<file path="src/rtl/delay_pkg.sv">
// Shared defaults and helpers for the note delay timer.
package delay_pkg;

    localparam int TICKS_DEF = 2;
    localparam int DUR_W_DEF = 11;

    function automatic int pre_w(input int ticks);
        return (ticks > 1) ? $clog2(ticks) : 1;
    endfunction

endpackage

</file>
<file path="src/rtl/note_delay_if.sv">
// Run request / status bundle between a controller and the note delay timer.
interface note_delay_if
    import delay_pkg::*;
#(
    parameter int DUR_W = DUR_W_DEF
);

    logic [DUR_W-1:0] duration;
    logic             enabled;
    logic             active;
    logic             done;

    modport master (output duration, enabled, input active, done);
    modport slave  (input duration, enabled, output active, done);

endinterface

</file>
<file path="src/rtl/tick_gen.sv">
// Prescaler: one-cycle tick every TICKS cycles, restarted from zero by clr.
module tick_gen
    import delay_pkg::*;
#(
    parameter int TICKS = TICKS_DEF
) (
    input  logic clk,
    input  logic rst_n,
    input  logic clr,
    output logic tick
);

    localparam int            PW   = pre_w(TICKS);
    localparam logic [PW-1:0] LAST = PW'(TICKS - 1);

    logic [PW-1:0] cnt;

    always_ff @(posedge clk or negedge rst_n) begin
        if (!rst_n) begin
            cnt <= '0;
        end else if (clr || cnt == LAST) begin
            cnt <= '0;
        end else begin
            cnt <= cnt + PW'(1);
        end
    end

    assign tick = (cnt == LAST);

endmodule

</file>
<file path="src/rtl/note_delay.sv">
// Retriggerable-on-rise delay: active for duration*TICKS cycles, done on natural expiry.
module note_delay
    import delay_pkg::*;
#(
    parameter int TICKS = TICKS_DEF,
    parameter int DUR_W = DUR_W_DEF
) (
    input  logic         clk,
    input  logic         rst_n,
    note_delay_if.slave  bus
);

    logic             en_prev;
    logic             start;
    logic             tick;
    logic             clr;
    logic             active_q;
    logic             done_q;
    logic [DUR_W-1:0] units;

    assign start = bus.enabled && !en_prev;
    // Prescaler is held at zero whenever idle so a start always sees a full first unit.
    assign clr   = start || !active_q;

    tick_gen #(.TICKS(TICKS)) u_tick_gen (
        .clk   (clk),
        .rst_n (rst_n),
        .clr   (clr),
        .tick  (tick)
    );

    always_ff @(posedge clk or negedge rst_n) begin
        if (!rst_n) begin
            en_prev  <= 1'b0;
            active_q <= 1'b0;
            done_q   <= 1'b0;
            units    <= '0;
        end else begin
            en_prev <= bus.enabled;
            done_q  <= 1'b0;
            if (!bus.enabled) begin
                active_q <= 1'b0;
                units    <= '0;
            end else if (start) begin
                if (bus.duration == '0) begin
                    active_q <= 1'b0;
                    units    <= '0;
                    done_q   <= 1'b1;
                end else begin
                    active_q <= 1'b1;
                    units    <= bus.duration;
                end
            end else if (active_q && tick) begin
                if (units == DUR_W'(1)) begin
                    active_q <= 1'b0;
                    done_q   <= 1'b1;
                end
                units <= units - DUR_W'(1);
            end
        end
    end

    assign bus.active = active_q;
    assign bus.done   = done_q;

endmodule

</file>
<file path="src/flat_wrapper.sv">
// flat-port wrapper written by rule: the top's interface ports become plain ports
module note_delay_flat import delay_pkg::*;
#(
    parameter int TICKS = TICKS_DEF,
    parameter int DUR_W = DUR_W_DEF
)
  (clk, rst_n, bus_duration, bus_enabled, bus_active, bus_done);
  note_delay_if #(.DUR_W(DUR_W)) bus_i ();
  input  logic clk;
  input  logic rst_n;
  input wire logic [$bits(bus_i.duration)-1:0] bus_duration;
  input wire logic [$bits(bus_i.enabled)-1:0] bus_enabled;
  output wire logic [$bits(bus_i.active)-1:0] bus_active;
  output wire logic [$bits(bus_i.done)-1:0] bus_done;
  assign bus_i.duration = bus_duration;
  assign bus_i.enabled = bus_enabled;
  assign bus_active = bus_i.active;
  assign bus_done = bus_i.done;
  note_delay #(.TICKS(TICKS), .DUR_W(DUR_W)) u_core (.clk(clk), .rst_n(rst_n), .bus(bus_i));
endmodule
</file>
<file path="config.mk">
export PLATFORM = sky130hd
export DESIGN_NAME = note_delay_flat
export DESIGN_NICKNAME = d
export VERILOG_FILES = /design/src/rtl/delay_pkg.sv /design/src/rtl/note_delay_if.sv /design/src/rtl/tick_gen.sv /design/src/rtl/note_delay.sv /design/src/flat_wrapper.sv
export SDC_FILE = /design/constraint.sdc
export NUM_CORES = 1
export LEC_CHECK = 0
export BUFFER_PORTS_ARGS = -buffer_cell sky130_fd_sc_hd__buf_2
export CORE_ASPECT_RATIO = 0.9
export CORE_UTILIZATION = 34
export DETAILED_ROUTE_END_ITERATION = 12
export PLACE_DENSITY = 0.58
export SLEW_MARGIN = 20
export SYNTH_ARGS = -nofsm -noshare
export SYNTH_HDL_FRONTEND = slang
export SYNTH_SLANG_ARGS = --single-unit
</file>
<file path="constraint.sdc">
create_clock -name clk -period 4.2 [get_ports clk]
set_input_delay 0.42 -clock clk [delete_from_list [all_inputs] [get_ports clk]]
set_output_delay 0.42 -clock clk [all_outputs]
set_load 0.05 [all_outputs]
</file>
==> out/summary.md, run 1 <==
The routed design could run at a clock period as short as 1830 ps. Summed over all nets, the half-perimeter wirelength after detailed placement is 1.51 mm. For the required time at the worst-slack endpoint, the log shows 4410 ps.

The pre-antenna-repair detailed-routing pass consisted of 5 iterations. The overall overflow remaining after global route was 0; the post-synthesis register bit count was 15. After clock tree synthesis, the clock-pin slew on the worst setup and hold paths is 90 ps. Compared with the post-synthesis result, the final layout area differs by 13.9%. In this run the biggest area consumer among cell types represents 42.9% of the synthesized area. In the post-synthesis netlist, the biggest area contributors are dfrtp_1, o21ai_0, or4_1, a31oi_1, nor4_1.

The achievable frequency is 546 MHz, and the final design instance area without fill is 996 um^2. TritonCTS built the clock tree. The sequential fraction of the synthesis area is 42.9%, and the number of buffers on the longest clock path is 2. The signal on the critical path passes through or4_4 > or4_1 > a31oi_1. The area after detailed placement was 970 um^2; the number of placement rows was 17.

At the pin with the least slew margin, the transition time is 740 ps. The register area was 375 um^2; the starting DRC count in detailed routing was 27. The run gives 2.10 mm as the routed wire length.

The initial utilization of the core area, before any placement, comes to 35.8%. The worst path arrival time is 2040 ps, and the adder and majority cell fraction of the synthesized area is 2.86%. The tool flagged a number of max-cap violations equal to 0. After the last flow step, the layout net total stands at 125. The count of H-tree levels built during CTS is 1, and the final-report max-slew violation count is 0.

The horizontal extent of the die was 55.5 um. The fraction of the mapped netlist area in compound gates works out to 21.9%. Setup violations remaining at the end of the flow were counted as 0. The tree is rooted in a clkbuf_4.

The mean instance size in the synthesized netlist came out at 9.40 um^2. Summed over all instances, the cell type with the most area after synthesis is dfrtp_1. Wire length of the first global-routing pass: 3.55 mm.

Critical path's slowest cell: or4_4. The setup path with the least slack is of type flip-flop to flip-flop. The post-synth net total is 109, and the static leakage is 0.409 nW. The accumulated negative setup slack is 0 ps, and the multiplexer area fraction after synthesis is 0%.

For the worst-skew pair, the clock arrives at the later sink with an insertion delay of 290 ps. For the remaining number of nets flagged by the antenna check after routing, the log shows 0. The multi-input combinational cells in the finished layout cover a total of 469 um^2.

After detailed routing, the average wire length per cell comes to 15.4 um. The top fanout value on the critical path was 9. Setup repair after global routing left no endpoint under its margin. The initial antenna violation count was 0; the power density normalized to cell area was 309 nW/um^2.

The logs give 3 for the clock buffer count from CTS and 0 for the number of inserted diodes. Measured along the y axis, the die boundary spans 50.1 um. For this run, the number of Yosys warnings is 0.

Worst hold path class: input pin to async pin. The quantity of gates resized following cts was 0; the core footprint was 2450 um^2. Post-CTS timing repair inserted 0 buffers for setup. For this design, the CTS-stage hold fixing added 0 buffers. The fraction of layout instances using a drive strength above 1 is 22.2%. Summing the areas of all and, or, nand and nor instances in the mapped netlist gives 26.9% of the synthesized area.

The run gives 126 uV as the worst voltage drop across the vdd grid. The filler cells instantiated in the layout total 267. The dominant combinational cell family by area after synthesis was simple AND/OR/NAND/NOR gates. In this run, distinct cell masters in the synthesized netlist total 31. Counting every sink on the clock net gives 15.

Type of origin of the critical path: a flip-flop. STA classifies the critical path endpoint as a flip-flop. Entering global routing, the biggest net connects 27 pins.

For the via count of the first global-routing pass, the log shows 702. The total routing usage reported by global routing is 17.2%, and the via count is 816. Worst clock skew on the final layout: 3.62 ps.

The die covers 2780 um^2. Summing every instance area after synthesis gives 875 um^2. Measured against its own limit, the worst slew margin works out to 50.7%. Using the TritonRoute via totals, the vias-per-cell ratio works out to 6.00. In this design, the stage delay of the slowest critical-path cell is 580 ps. The tools report the number of cells produced by synthesis as 93.

The flow ran to the end, and the final reports show no timing, DRC or antenna violations. The worst path uses 43.6% of the clock period. In this design, the largest share of critical-path delay is due to simple AND/OR/NAND/NOR gates.

Routability-driven placement finished with a final weighted congestion of 0.778. The number of buffers and inverters on the critical path is 0. The number of buffers added on ports works out to 15. For this run, design rule violations remaining after detail routing come to 0. Of the total synthesized cell area, the portion taken by XOR and XNOR cells is 2.00%. The final number of hold-violating endpoints is 0. 16 I/O pins were placed.
==> cell usage after synthesis <==
cell / n
a21o_1: 2
or3_2: 2
or2_2: 1
o31ai_1: 4
inv_1: 4
and4b_1: 1
nand4_1: 2
nand2_1: 2
a21oi_1: 3
o41ai_1: 1
a31o_2: 1
xor2_1: 1
nor4_1: 5
a31oi_1: 7
nand3_1: 5
nand2b_1: 1
or4_4: 1
xnor2_1: 1
or4_1: 6
nand4b_1: 1
nand4bb_1: 1
a211oi_1: 1
nor3b_1: 1
dfrtp_1: 15
ha_1: 2
nor3_1: 2
and4bb_2: 1
nor2_1: 4
clkbuf_1: 4
o21ai_0: 9
a311oi_1: 2
==> flip-flops by register name (all words and copies together), names as in the netlist <==
name                    flops
u_core.units               11
u_core.bus.active           1
u_core.bus.done             1
u_core.en_prev              1
u_core.u_tick_gen.tick      1
==> placed cells by master, fill, tap and decap left out, types with 3 or more instances in the layout <==
cell,instances
buf_2,15
dfrtp_1,15
o21ai_0,9
a31oi_1,7
or4_1,6
nor4_1,5
nand3_1,5
inv_1,4
nor2_1,4
o31ai_1,4
a21oi_1,3
clkbuf_4,3
==> worst paths after layout <==
check,start,endpoint,slack [ps],depth (start not counted)
worst max-delay path,u_core.units[3]$_DFFE_PN0P_,u_core.units[8]$_DFFE_PN0P_,2370,3
worst min-delay path,rst_n,u_core.bus.done$_DFF_PN0_,20,1
worst max register to register,u_core.units[3]$_DFFE_PN0P_,u_core.units[8]$_DFFE_PN0P_,2370,3
worst min register to register,u_core.units[10]$_DFFE_PN0P_,u_core.units[10]$_DFFE_PN0P_,580,2
max in group asynchronous,rst_n,u_core.units[4]$_DFFE_PN0P_,3920,1
min in group clk,bus_enabled,u_core.en_prev$_DFF_PN0_,330,1
==> stage by stage <==
stage / hold WS (ps) / utilization [%] / power (mW) / std cells / setup WS [ps]
after floorplan: 124 / - / 0.203 / 93 / 2330
after global placement: 346 / 39.6 / 0.225 / 132 / 2420
after detailed placement: 350 / 39.6 / 0.225 / 132 / 2400
after CTS: 32.4 / 40.7 / 0.311 / 136 / 2370
after global routing: 36.4 / 40.7 / 0.329 / 136 / 2290
final: 24.4 / 40.7 / 0.308 / 136 / 2370
==> where the power goes <==
| group | internal (mW) | switching [mW] |
|---|---|---|
| registers | 0.153 | 0.0180 |
| clock network | 0.0369 | 0.0486 |
| logic | 0.0231 | 0.0281 |
==> cell type report <==
class / count / share of cell area [%]
Clock buffer: 4 / 2.64
Inverter: 4 / 1.51
Multi-Input combinational cell: 70 / 47.1
Sequential cell: 15 / 37.7
Tap cell: 28 / 3.52
Timing Repair Buffer: 15 / 7.54
==> logic make-up (layout without fill, tap and decap cells) <==
family                     Yosys count  after routing
AOI/OAI and AO/OA                   30             30
buffers and inverters                8             23
DFF                                 15             15
and+or+nand+nor                     36             36
adders and majority gates            2              2
xor gates and xnor gates             2              2
==> layer usage <==
layer / wire [um] / global-route usage [%] / vias up
li1: - / - / 402
met1: 1010 / 24.6 / 386
met2: 947 / 23.9 / 24
met3: 108 / 4.99 / 4
met4: 29 / 7.50 / 0
met5: 0 / 0 / -
No activity file was read; power rests on OpenSTA's default activity.
==> inputs of run 2 (changes only) <==
==> constraint.sdc (replaced) <==
create_clock -name clk -period 1.7 [get_ports clk]
set_input_delay 0.17 -clock clk [delete_from_list [all_inputs] [get_ports clk]]
set_output_delay 0.17 -clock clk [all_outputs]
set_load 0.05 [all_outputs]
==> run 2 against run 1 <==
Worst hold slack better by 63 ps; sequential power rose by 140%; sequential cell count is the same.
==> out/summary.md, run 2 (synthesis gave the netlist of run 1 again) <==
The launching point of the worst reg2reg path was u_core.units[3]$_DFFE_PN0P_ (unchanged). The remaining number of nets flagged by the antenna check after routing was 0 (unchanged); the largest net degree at the start of global routing was 27 (unchanged). The count of clock tree sinks is 15 (unchanged). The worst hold path class is input pin to flip-flop (was input pin to async pin). For the static leakage, the log shows 0.490 nW (was 0.409 nW). For the final number of hold-violating endpoints, the log shows 0 (unchanged). The run gives 867 (was 816) as the via count. The tools report the type of origin of the critical path as a flip-flop (unchanged). The logs give 46.6% (was 40.7%) for the post-route core utilization and 1.71 mm (was 1.51 mm) for the HPWL after detailed placement.

The accumulated negative setup slack is 0 ps (unchanged). The tools report the worst slew margin relative to its limit as 50.2% (was 50.7%). The combined buffer and inverter count along the critical path came out at 1 (was 0). The critical path's top delay family was simple AND/OR/NAND/NOR gates (unchanged).

Total routing usage reported by global routing: 18.7% (was 17.2%). The logs give 0.726 (was 0.778) for the final RePlAce weighted congestion and 17 (unchanged) for the number of placement rows. The run gives 3 (unchanged) as the clock buffer count from CTS. The number of buffers on the longest clock path was 2 (unchanged); the area growth from synthesis to layout was 30.3% (was 13.9%).

The flow ran to the end, and the final reports show no timing, DRC or antenna violations. The worst voltage drop across the vdd grid is 348 uV (was 126 uV). The logs give 0 (unchanged) for the number of maximum-capacitance violations and 1910 ps (was 4410 ps) for the required time at the worst-slack endpoint. Startpoint of the most critical setup path: u_core.units[3]$_DFFE_PN0P_ (unchanged). The achievable frequency is 593 MHz (was 546 MHz), and the number of flip-flops under the largest register name is 11 (unchanged). Clock root buffer: clkbuf_4 (unchanged). The run gives 140 (was 125) as the net total in the final layout. The routed wire length came out at 2.36 mm (was 2.10 mm). The routed length per instance is 15.6 um (was 15.4 um). The count of H-tree levels built during CTS came out at 1 (unchanged). The horizontal extent of the die works out to 55.5 um (unchanged).

The total power of the final layout came out at 0.810 mW (was 0.308 mW). For the number of inserted diodes, the log shows 0 (unchanged). Fraction of layout instances using a drive strength above 1: 37.4% (was 22.2%).

TritonCTS built the clock tree. Critical path's slowest cell: or4_4 (unchanged). Initial antenna violation count: 0 (unchanged). Wire length of the first global-routing pass: 3.93 mm (was 3.55 mm). The most common cell after layout, fill and taps aside is buf_2.

The maximum cell stage delay along the critical path is 510 ps (was 580 ps). Multi-input gate area in the final layout: 488 um^2 (was 469 um^2). The final cycle utilization of the critical path was 99.2% (was 43.6%); the post-route minimum period was 1690 ps (was 1830 ps).

The run gives 0 (unchanged) as the final-report max-slew violation count. The worst-margin pin slew works out to 747 ps (was 740 ps). The power density normalized to cell area is 711 nW/um^2 (was 309 nW/um^2). Classification of the worst setup path: flip-flop to flip-flop (unchanged). The run gives 0 (unchanged) as the total of endpoints with negative setup slack in the final report.

Area enclosed by the die boundary: 2780 um^2 (unchanged). The starting DRC count in detailed routing is 43 (was 27), and the register area is 377 um^2 (was 375 um^2). Setup repair after global routing could not meet its margin everywhere.

The initial cell density of the core was 35.8% (unchanged); the number of placed I/O pins was 16 (unchanged). The top fanout value on the critical path is 2 (was 9). The worst path arrival time came out at 1900 ps (was 2040 ps).

The y dimension of the die was 50.1 um (unchanged). The clock slew seen by the registers of the worst setup and hold paths is 100 ps (was 90 ps), and the area after detailed placement is 1060 um^2 (was 970 um^2). The core footprint is 2450 um^2 (unchanged), and the number of buffers added on ports is 15 (unchanged). The tools report the startpoint of the lowest-slack hold path as bus_enabled. Via count of the first global-routing pass: 840 (was 702). Critical Path, Cell by Cell: buf_6 > or4_4 > or4_4 > a31oi_1 (was or4_4 > or4_1 > a31oi_1). Most used cells in the layout excluding fill and tap cells: buf_2, dfrtp_1, buf_4 (was buf_2, dfrtp_1, o21ai_0).

The sort of element at the end of the critical path is a flip-flop (unchanged). The count of fill cells added during filler insertion was 233 (was 267). For the worst clock skew on the final layout, the log shows 4.68 ps (was 3.62 ps). The number of detailed-routing iterations run before antenna repair is 4 (was 5). Final design instance area without fill: 1140 um^2 (was 996 um^2). The via density per instance was 5.74 (was 6.00).

The clock latency on the worst-skew pair is 290 ps (about the same). The post-detailed-route DRC marker count is 0 (unchanged). Among the stages of the critical path, the cell type that occurs most often is or4_4. The top register by number of flip-flops was u_core.units (unchanged). For the overall overflow remaining after global route, the log shows 0 (unchanged).
==> run 2: through the flow <==
step,worst slack [ps],hold slack [ps],std cells
global placement,21.1,97.7,144
detailed placement,-30.1,103,144
floorplan,8.29,-126,93
finish,13.4,87.5,151
global route,-50.6,80.7,151
CTS,9.32,83.1,151
==> run 2: cell type report <==
type                    instances  area share [%]
flip-flops and latches         15            33.0
well taps                      28            3.07
multi-input cells              70            42.8
clock inverters                 1           0.439
inverters                       4            1.32
repair buffers                 30            17.3
clock buffers                   3            1.98
==> run 2: power by group <==
| group | internal (mW) | switching, mW | leakage [nW] | total (mW) |
|---|---|---|---|---|
| Combinational | 0.0913 | 0.0955 | 0.280 | 0.187 |
| Clock | 0.0875 | 0.125 | 0.0177 | 0.213 |
| Sequential | 0.380 | 0.0314 | 0.193 | 0.411 |
| Total | 0.558 | 0.252 | 0.490 | 0.810 |
==> run 2: layer usage <==
| metal | GRT usage [%] | wire, um | vias up |
|---|---|---|---|
| met3 | 6.30 | 92 | 2 |
| met5 | 0 | 0 | - |
| met1 | 25.0 | 1170 | 418 |
| li1 | - | - | 430 |
| met4 | 3.33 | 4 | 0 |
| met2 | 29.5 | 1090 | 17 |
==> run 2: what timing repair did <==
item | in CTS | in global routing
endpoints found under the hold margin | 15 | 0
hold buffers | 1 | 0
buffers inserted | 2 | 0
setup endpoints to repair | 3 | 4
pin swaps | 5 | 3
resized for setup | 0 | 9
==> run 2: final timing paths <==
path                                                          to  slack [ps]  cells past startpoint
worst max-delay path                 u_core.units[7]$_DFFE_PN0P_          10                      4
worst min-delay path                    u_core.en_prev$_DFF_PN0_          90                      1
worst max register to register       u_core.units[7]$_DFFE_PN0P_          10                      4
worst min register to register  u_core.u_tick_gen.tick$_DFF_PN0_         550                      1
max in group asynchronous          u_core.bus.active$_DFFE_PN0P_        1110                      2
min in group asynchronous               u_core.en_prev$_DFF_PN0_         310                      2
